$ cat src/rtl/fir3x_drain.sv
// Output stage behind the 3x-unrolled FIR. It tags valid blocks, buffers triplets in a block FIFO and
// serializes them one sample per cycle. The optional output scaling is enabled by FIR3X_DRAIN_SCALE_EN.
module fir3x_drain #(
    parameter int LATENCY = 6,
    parameter int DEPTH   = 4,
    parameter int SHIFT   = 11
) (
    input  logic               clk,
    input  logic               reset,
    input  logic               src_valid,
    input  logic signed [31:0] y3k,
    input  logic signed [31:0] y3k1,
    input  logic signed [31:0] y3k2,
    output logic signed [31:0] out_data,
    output logic               out_valid,
    input  logic               out_ready,
    output logic               overflow
);

    localparam int AW = $clog2(DEPTH);
    localparam logic [AW:0] PTR_ONE = (AW + 1)'(1);

    typedef struct packed {
        logic signed [31:0] s0;
        logic signed [31:0] s1;
        logic signed [31:0] s2;
    } block_t;

    typedef enum logic [1:0] {
        LANE0 = 2'd0,
        LANE1 = 2'd1,
        LANE2 = 2'd2
    } lane_e;

    if (LATENCY < 1 || DEPTH < 2 || (DEPTH & (DEPTH - 1)) != 0 || SHIFT < 1 || SHIFT > 31) begin : g_param_check
        $error("fir3x_drain: illegal LATENCY, DEPTH or SHIFT");
    end

    logic [LATENCY-1:0] r_tag;
    logic [AW:0]        r_wr;
    logic [AW:0]        r_rd;
    block_t             r_mem [DEPTH];
    lane_e              r_lane;
    lane_e              w_lane_nxt;
    logic               r_overflow;

    logic               w_tag;
    logic               w_empty;
    logic               w_full;
    logic               w_hs;
    logic               w_pop;
    logic               w_push;
    block_t             w_head;
    logic signed [31:0] w_sample;

    assign w_tag   = r_tag[LATENCY-1];
    assign w_empty = (r_wr == r_rd);
    assign w_full  = (r_wr[AW] != r_rd[AW]) && (r_wr[AW-1:0] == r_rd[AW-1:0]);
    assign w_hs    = out_valid && out_ready;
    assign w_pop   = w_hs && (r_lane == LANE2);
    // A pop on the same edge frees the slot the incoming block lands in.
    assign w_push  = w_tag && (!w_full || w_pop);

    // NOTE: sequential state uses non-blocking assignments so every register samples pre-edge values.
    always_ff @(posedge clk) begin
        if (reset) begin
            r_tag      <= '0;
            r_wr       <= '0;
            r_rd       <= '0;
            r_lane     <= LANE0;
            r_overflow <= 1'b0;
        end else begin
            r_tag  <= (r_tag << 1) | LATENCY'(src_valid);
            r_lane <= w_lane_nxt;
            if (w_push) r_wr <= r_wr + PTR_ONE;
            if (w_pop)  r_rd <= r_rd + PTR_ONE;
            if (w_tag && !w_push) r_overflow <= 1'b1;
        end
    end

    // NOTE: the storage array has no reset; pointers alone define which entries are live.
    always_ff @(posedge clk) begin
        if (!reset && w_push) r_mem[r_wr[AW-1:0]] <= '{s0: y3k, s1: y3k1, s2: y3k2};
    end

    // NOTE: every combinational output gets a default first so no latch can be inferred.
    always_comb begin
        w_lane_nxt = r_lane;
        if (w_hs) begin
            case (r_lane)
                LANE0:   w_lane_nxt = LANE1;
                LANE1:   w_lane_nxt = LANE2;
                default: w_lane_nxt = LANE0;
            endcase
        end
    end

    assign w_head = r_mem[r_rd[AW-1:0]];

    always_comb begin
        w_sample = w_head.s2;
        case (r_lane)
            LANE0:   w_sample = w_head.s0;
            LANE1:   w_sample = w_head.s1;
            default: w_sample = w_head.s2;
        endcase
    end

`ifdef FIR3X_DRAIN_SCALE_EN
    // Round half up in 33 bits, arithmetic shift, then clamp to the 16-bit range.
    function automatic logic signed [31:0] scale(input logic signed [31:0] y);
        logic signed [32:0] sum;
        logic signed [32:0] q;
        sum = {y[31], y} + (33'sd1 <<< (SHIFT - 1));
        q   = sum >>> SHIFT;
        if (q > 33'sd32767)
            return 32'sd32767;
        else if (q < -33'sd32768)
            return -32'sd32768;
        else
            return q[31:0];
    endfunction

    assign out_data = w_empty ? '0 : scale(w_sample);
`else
    assign out_data = w_empty ? '0 : w_sample;
`endif

    assign out_valid = !w_empty;
    assign overflow  = r_overflow;

endmodule

$ cat config.mk
export PLATFORM = sky130hd
export DESIGN_NAME = fir3x_drain
export DESIGN_NICKNAME = d
export VERILOG_FILES = /design/src/rtl/fir3x_drain.sv
export SDC_FILE = /design/constraint.sdc
export NUM_CORES = 1
export LEC_CHECK = 0
export CAP_MARGIN = 0
export CORE_MARGIN = 3
export CORE_UTILIZATION = 57
export DETAILED_ROUTE_END_ITERATION = 12
export GPL_ROUTABILITY_DRIVEN = 0
export PLACE_DENSITY_LB_ADDON = 0.05
export SYNTH_ARGS = -nofsm -noshare
export SYNTH_HDL_FRONTEND = slang
export SYNTH_SLANG_ARGS = --single-unit
$ cat constraint.sdc
create_clock -name clk -period 13.95 [get_ports clk]
set_input_delay 3.4875 -clock clk [delete_from_list [all_inputs] [get_ports clk]]
set_output_delay 3.4875 -clock clk [all_outputs]
set_load 0.02 [all_outputs]
Yosys cells after proc, flatten, opt, wreduce, memory -nomap -nowiden
Memories as Yosys holds them, arrays and structs flattened. A register that Yosys moved wholly into a read port is not among the register bits.
Cells that the tools add are included.
{ "word_totals": {"ff_bits": 15, "ram_bits": 384, "inputBits": 100, "output_inout_bits": 34, "memories": 1} }
{ "mem_list": {"columns": ["name", "words", "width", "read_ports", "rd_ports_with_merged_regs", "wr", "line_no", "source"], "rows": [
  ["r_mem", 4, 96, 1, 1, 1, "42", "block_t r_mem [DEPTH];"]
]} }
{ "op_classes": {"addsub": 2, "n_eq_ne": 5, "muxes": 7, "bitwise": 1, "n_reduce_logical": 12} }
{ "ops": {"columns": ["op", "n"], "rows": [
  ["32-bit case mux with 2 select lines", 1],
  ["32-bit 2-to-1 mux", 1],
  ["3-bit by 1-bit adder with 3-bit output, second input constant", 2],
  ["1-bit logical AND", 6],
  ["6-bit by 1-bit bitwise OR with 6-bit output", 1],
  ["1-bit logical NOT", 4],
  ["2-bit 2-to-1 mux", 2],
  ["2-bit case mux with 2 select lines", 1],
  ["3-bit == test", 1],
  ["2-bit by 1-bit == test with 1-bit output, second input constant", 1],
  ["2-bit == test", 1],
  ["2-bit == test, second input constant", 1],
  ["2-bit logical NOT", 1],
  ["1-bit 2-to-1 mux", 2],
  ["1-bit logical OR", 1],
  ["1-bit inequality test", 1]
]} }

Depth between registers and ports, before layout
{ "depth": {"word_depth": 9, "ltp_mapped": 7} }

Worst setup path before layout
No wires, ideal clock.
{ "synth_path": {"path_type": "input -> register", "start": "input port out_ready", "end": "memory r_mem[3][0] in the netlist's numbering (enable)", "arrival_ns": 10.365, "required_time_ns": 13.280, "setup_slack_ns": 2.916, "stages": 3, "n_path_buf": 0, "path_cell_list": "and3b_1 > nor4_1 > nor3_1"} }
{ "synth_between": {"elab_chain_cells": 7} }
{ "synth_rtl": {"columns": ["element", "line_no", "source"], "rows": [
  ["start: declaration", "16", "input logic out_ready,"],
  ["1-bit logical AND", "59", "assign w_hs = out_valid && out_ready;"],
  ["1-bit logical AND", "60", "assign w_pop = w_hs && (r_lane == LANE2);"],
  ["1-bit logical OR", "62", "assign w_push = w_tag && (!w_full || w_pop);"],
  ["1-bit logical AND", "62", null],
  ["1-bit logical AND", "83", "if (!reset && w_push) r_mem[r_wr[AW-1:0]] <= '{s0: y3k, s1: y3k1, s2: y3k2};"],
  ["1-bit 2-to-1 mux", "83", null],
  ["1-bit 2-to-1 mux (not written as such)", "83", null],
  ["end: declaration", "42", null]
]} }
No other way between the ends.

==> flow_metrics.tcl <==
set metrics [dict create \
    postSynthCellCount 683 \
    setup-violations-final 0 \
    ys_warn_count 0 \
    r2r.worst_path.cells 6 \
    route.detailed.drc 0 \
    power_density_cells_nw_per_um2 129.4 \
    grt_start_max_net_pins 57 \
    ys_seq_area_share_pct 77.14 \
    via_per_inst 5.934 \
    route.final.wire_length_mm 28.52 \
    critPathKind "reg -> out" \
    clk_transition_reported_paths_ns 0.06 \
    ctsResizeCount 0 \
    final.setup.worst_slack_ns 6.284 \
    fillerInstances 1623 \
    drive_above_1_share_pct 23.59 \
    rsz0062_at_grt "false" \
    globalRoute.totalOverflow 0 \
    synth.cell_area_um2 15390 \
    grt_pass1_wl_mm 44.52 \
    most_frequent_standard_cell_in_the_layout_excluding_fill_and_tap_cells "sky130_fd_sc_hd__edfxtp_1" \
    cts_buffer_depth 3 \
    clock_tree.root_cell "sky130_fd_sc_hd__clkbuf_16" \
    postCtsHoldBufs 0 \
    htree_num_levels 2 \
    crit_end "out_data[17]" \
    worst-slew-pin-transition_ns 1.111 \
    hold_path_class "reg -> reg" \
    nature_of_the_critical_path_startpoint "flop" \
    synth.net_count 788 \
    worstSkewPairLatency_ns 0.52 \
    p_leak_nw 5.646 \
    i_o_pin_count 134 \
    coreArea_um2 26280 \
    drtAntennaViolNets 0 \
    global_route.usage.total_pct 20.20 \
    max_clock_freq_mhz 130.4 \
    clock_sink_count 401 \
    initial_standard_cell_utilization_of_the_core_pct 58.56 \
    cp_max_fo 53 \
    area_of_the_multi_input_gates_um2 3336 \
    maxCapViolCount 0 \
    ff_latch_area_um2 11880 \
    hpwl_mm 15.90 \
    post-cts-setup-buffer-count 0 \
    slew_viol_final 0 \
    fp.dieArea_um2 29010 \
    place_worst_setup_slack_ns 6.612 \
    drt_first_pass_iters 5 \
    worstPathArrival_ns 4.18 \
    final_nets 944 \
    hold_viol 0 \
    die_height_um 170.3 \
    max-slew-margin-rel_pct 25.93 \
    fin_crit_share_pct 54.95 \
    timing.final.crit_period_ns 7.666 \
    setup.reg_to_reg.worst_slack_ns 10.72 \
    via_count 7157 \
    cp_data_required_time_ns 10.46 \
    route.detailed.wl_per_inst_um 23.65 \
    cts_bufs_inserted 41 \
    clock-skew-final_ns 0.01273 \
    timing.critical_path.to_type "output port" \
    num_rows 59 \
    synth-seq-cells 401 \
    outcome "finished, final reports clean" \
    placement.io_buffers 133 \
    layout_common_cells "sky130_fd_sc_hd__edfxtp_1 (384), sky130_fd_sc_hd__clkdlybuf4s50_1 (133), sky130_fd_sc_hd__mux4_2 (96), sky130_fd_sc_hd__clkbuf_16 (43), sky130_fd_sc_hd__nor2_1 (39)" \
    crit-reg2reg-launch "r_lane[1]" \
    cts_tree "built" \
    initial_antenna_violation_count 3 \
    initialDrtViolationCount 394 \
    max-vdd-ir-drop_mv 0.1143 \
    post_synth.cell_area_avg_um2 22.53 \
    setup_total_negative_slack_ns 0 \
    crit-reg2reg-capture "r_mem[1][15]" \
    yosysUniqueCellTypes 31 \
    first_global_vias 7928 \
    die_w_um 170.3 \
    flow.area_growth_from_synthesis_pct 19.34 \
]
-- sequential cells by signal (all words and copies together), names as in the netlist, named ones only --
register and count:
r_mem 384, r_tag 6, r_rd 3, r_wr 3
r_lane 2, overflow 1
-- cell type report --
type / instances / area share [%]
Sequential cell: 401 / 64.70
Multi-Input combinational cell: 241 / 18.16
Timing Repair Buffer: 147 / 7.842
Clock buffer: 56 / 6.125
Tap cell: 335 / 2.282
Clock inverter: 17 / 0.7222
Inverter: 7 / 0.1431
Antenna cell: 2 / 0.02725
-- cell usage after synthesis --
cell type                    n  area, um2
sky130_fd_sc_hd__xor2_1      4      35.03
sky130_fd_sc_hd__buf_8       1      15.01
sky130_fd_sc_hd__nand4b_1    1      8.760
sky130_fd_sc_hd__o31a_1      1      8.760
sky130_fd_sc_hd__clkbuf_1   13      48.80
sky130_fd_sc_hd__or3b_2      1      8.760
sky130_fd_sc_hd__a21oi_1     4      20.02
sky130_fd_sc_hd__xnor2_1     3      26.28
sky130_fd_sc_hd__inv_1       7      26.28
sky130_fd_sc_hd__buf_6       1      11.26
sky130_fd_sc_hd__o21ai_0     3      15.01
sky130_fd_sc_hd__or3_1       1      6.260
sky130_fd_sc_hd__nor3_1      2      10.01
sky130_fd_sc_hd__nor2_1     42      157.7
sky130_fd_sc_hd__nand2_1     1      3.750
sky130_fd_sc_hd__or4_1       1      7.510
sky130_fd_sc_hd__dfxtp_1    17      340.3
sky130_fd_sc_hd__and3b_1     1      8.760
sky130_fd_sc_hd__buf_2      11      55.05
sky130_fd_sc_hd__buf_4       3      22.52
sky130_fd_sc_hd__o41ai_1     1      8.760
sky130_fd_sc_hd__nor2b_1     6      37.54
sky130_fd_sc_hd__buf_1       4      15.01
sky130_fd_sc_hd__o311ai_0    1      8.760
sky130_fd_sc_hd__mux2_2     32      360.4
sky130_fd_sc_hd__mux2i_1    34      340.3
sky130_fd_sc_hd__nor4_1      1      6.260
sky130_fd_sc_hd__ha_1        5      62.56
sky130_fd_sc_hd__mux4_2     96       2162
sky130_fd_sc_hd__edfxtp_1  384      11530
sky130_fd_sc_hd__buf_12      1      20.02
-- layer usage --
| layer | track usage (%) | routed length [um] | vias to the layer above |
|---|---|---|---|
| met3 | 4.111 | 1578 | 60 |
| li1 | - | - | 3159 |
| met5 | 0 | 21 | - |
| met1 | 27.32 | 11690 | 3736 |
| met4 | 6.490 | 759 | 4 |
| met2 | 33.69 | 14470 | 198 |
-- metrics by stage --
| step | hold slack, ns | instances | cell area, um2 | utilization (%) | total power [mW] |
|---|---|---|---|---|---|
| after detailed placement | 0.4242 | 1130 | 17090 | 65.04 | 1.389 |
| after CTS | 0.4403 | 1203 | 18350 | 69.82 | 2.401 |
| after global placement | 0.4356 | 1130 | 17090 | 65.04 | 1.386 |
| final | 0.4360 | 1206 | 18370 | 69.88 | 2.377 |
| after floorplan | 0.4138 | 683 | 15390 | - | 1.348 |
| after global routing | 0.4608 | 1205 | 18360 | 69.87 | 2.456 |
-- critical path: stages (launching register included) --
cell,delay [ns]
sky130_fd_sc_hd__dfxtp_4,1.09
sky130_fd_sc_hd__buf_4,0.85
sky130_fd_sc_hd__mux4_2,0.59
sky130_fd_sc_hd__mux2_2,0.27
sky130_fd_sc_hd__mux2i_1,0.16
sky130_fd_sc_hd__nor2_1,0.08
sky130_fd_sc_hd__clkdlybuf4s50_1,0.56
-- worst min path at each step --
| stage | start | end | depth (start not counted) |
|---|---|---|---|
| 6_report | r_tag[2] | r_tag[3] | 1 |
| 3_3_place_gp | r_tag[3] | r_tag[4] | 1 |
| 2_1_floorplan | r_tag[0] | r_tag[1] | 1 |
| 5_1_grt | r_tag[2] | r_tag[3] | 1 |
| 3_5_place_dp | r_tag[2] | r_tag[3] | 1 |
| 4_1_cts | r_tag[2] | r_tag[3] | 1 |
-- logic make-up after synthesis --
group	synth area share (%)
DFF	77.14
muxes	18.60
and+or+nand+nor	1.659
buffers and inverters	1.390
AOI/OAI and AO/OA	0.3984
xor gates and xnor gates	0.3984
adders and majority gates	0.4065
-- power breakdown --
group          switching [mW]  total, mW  internal [mW]
sequential           0.000287       1.32           1.32
combinational          0.0187     0.0455         0.0268
clock                   0.413       1.01          0.600
total                   0.432       2.38           1.95
(Power assumes the default switching activity.)
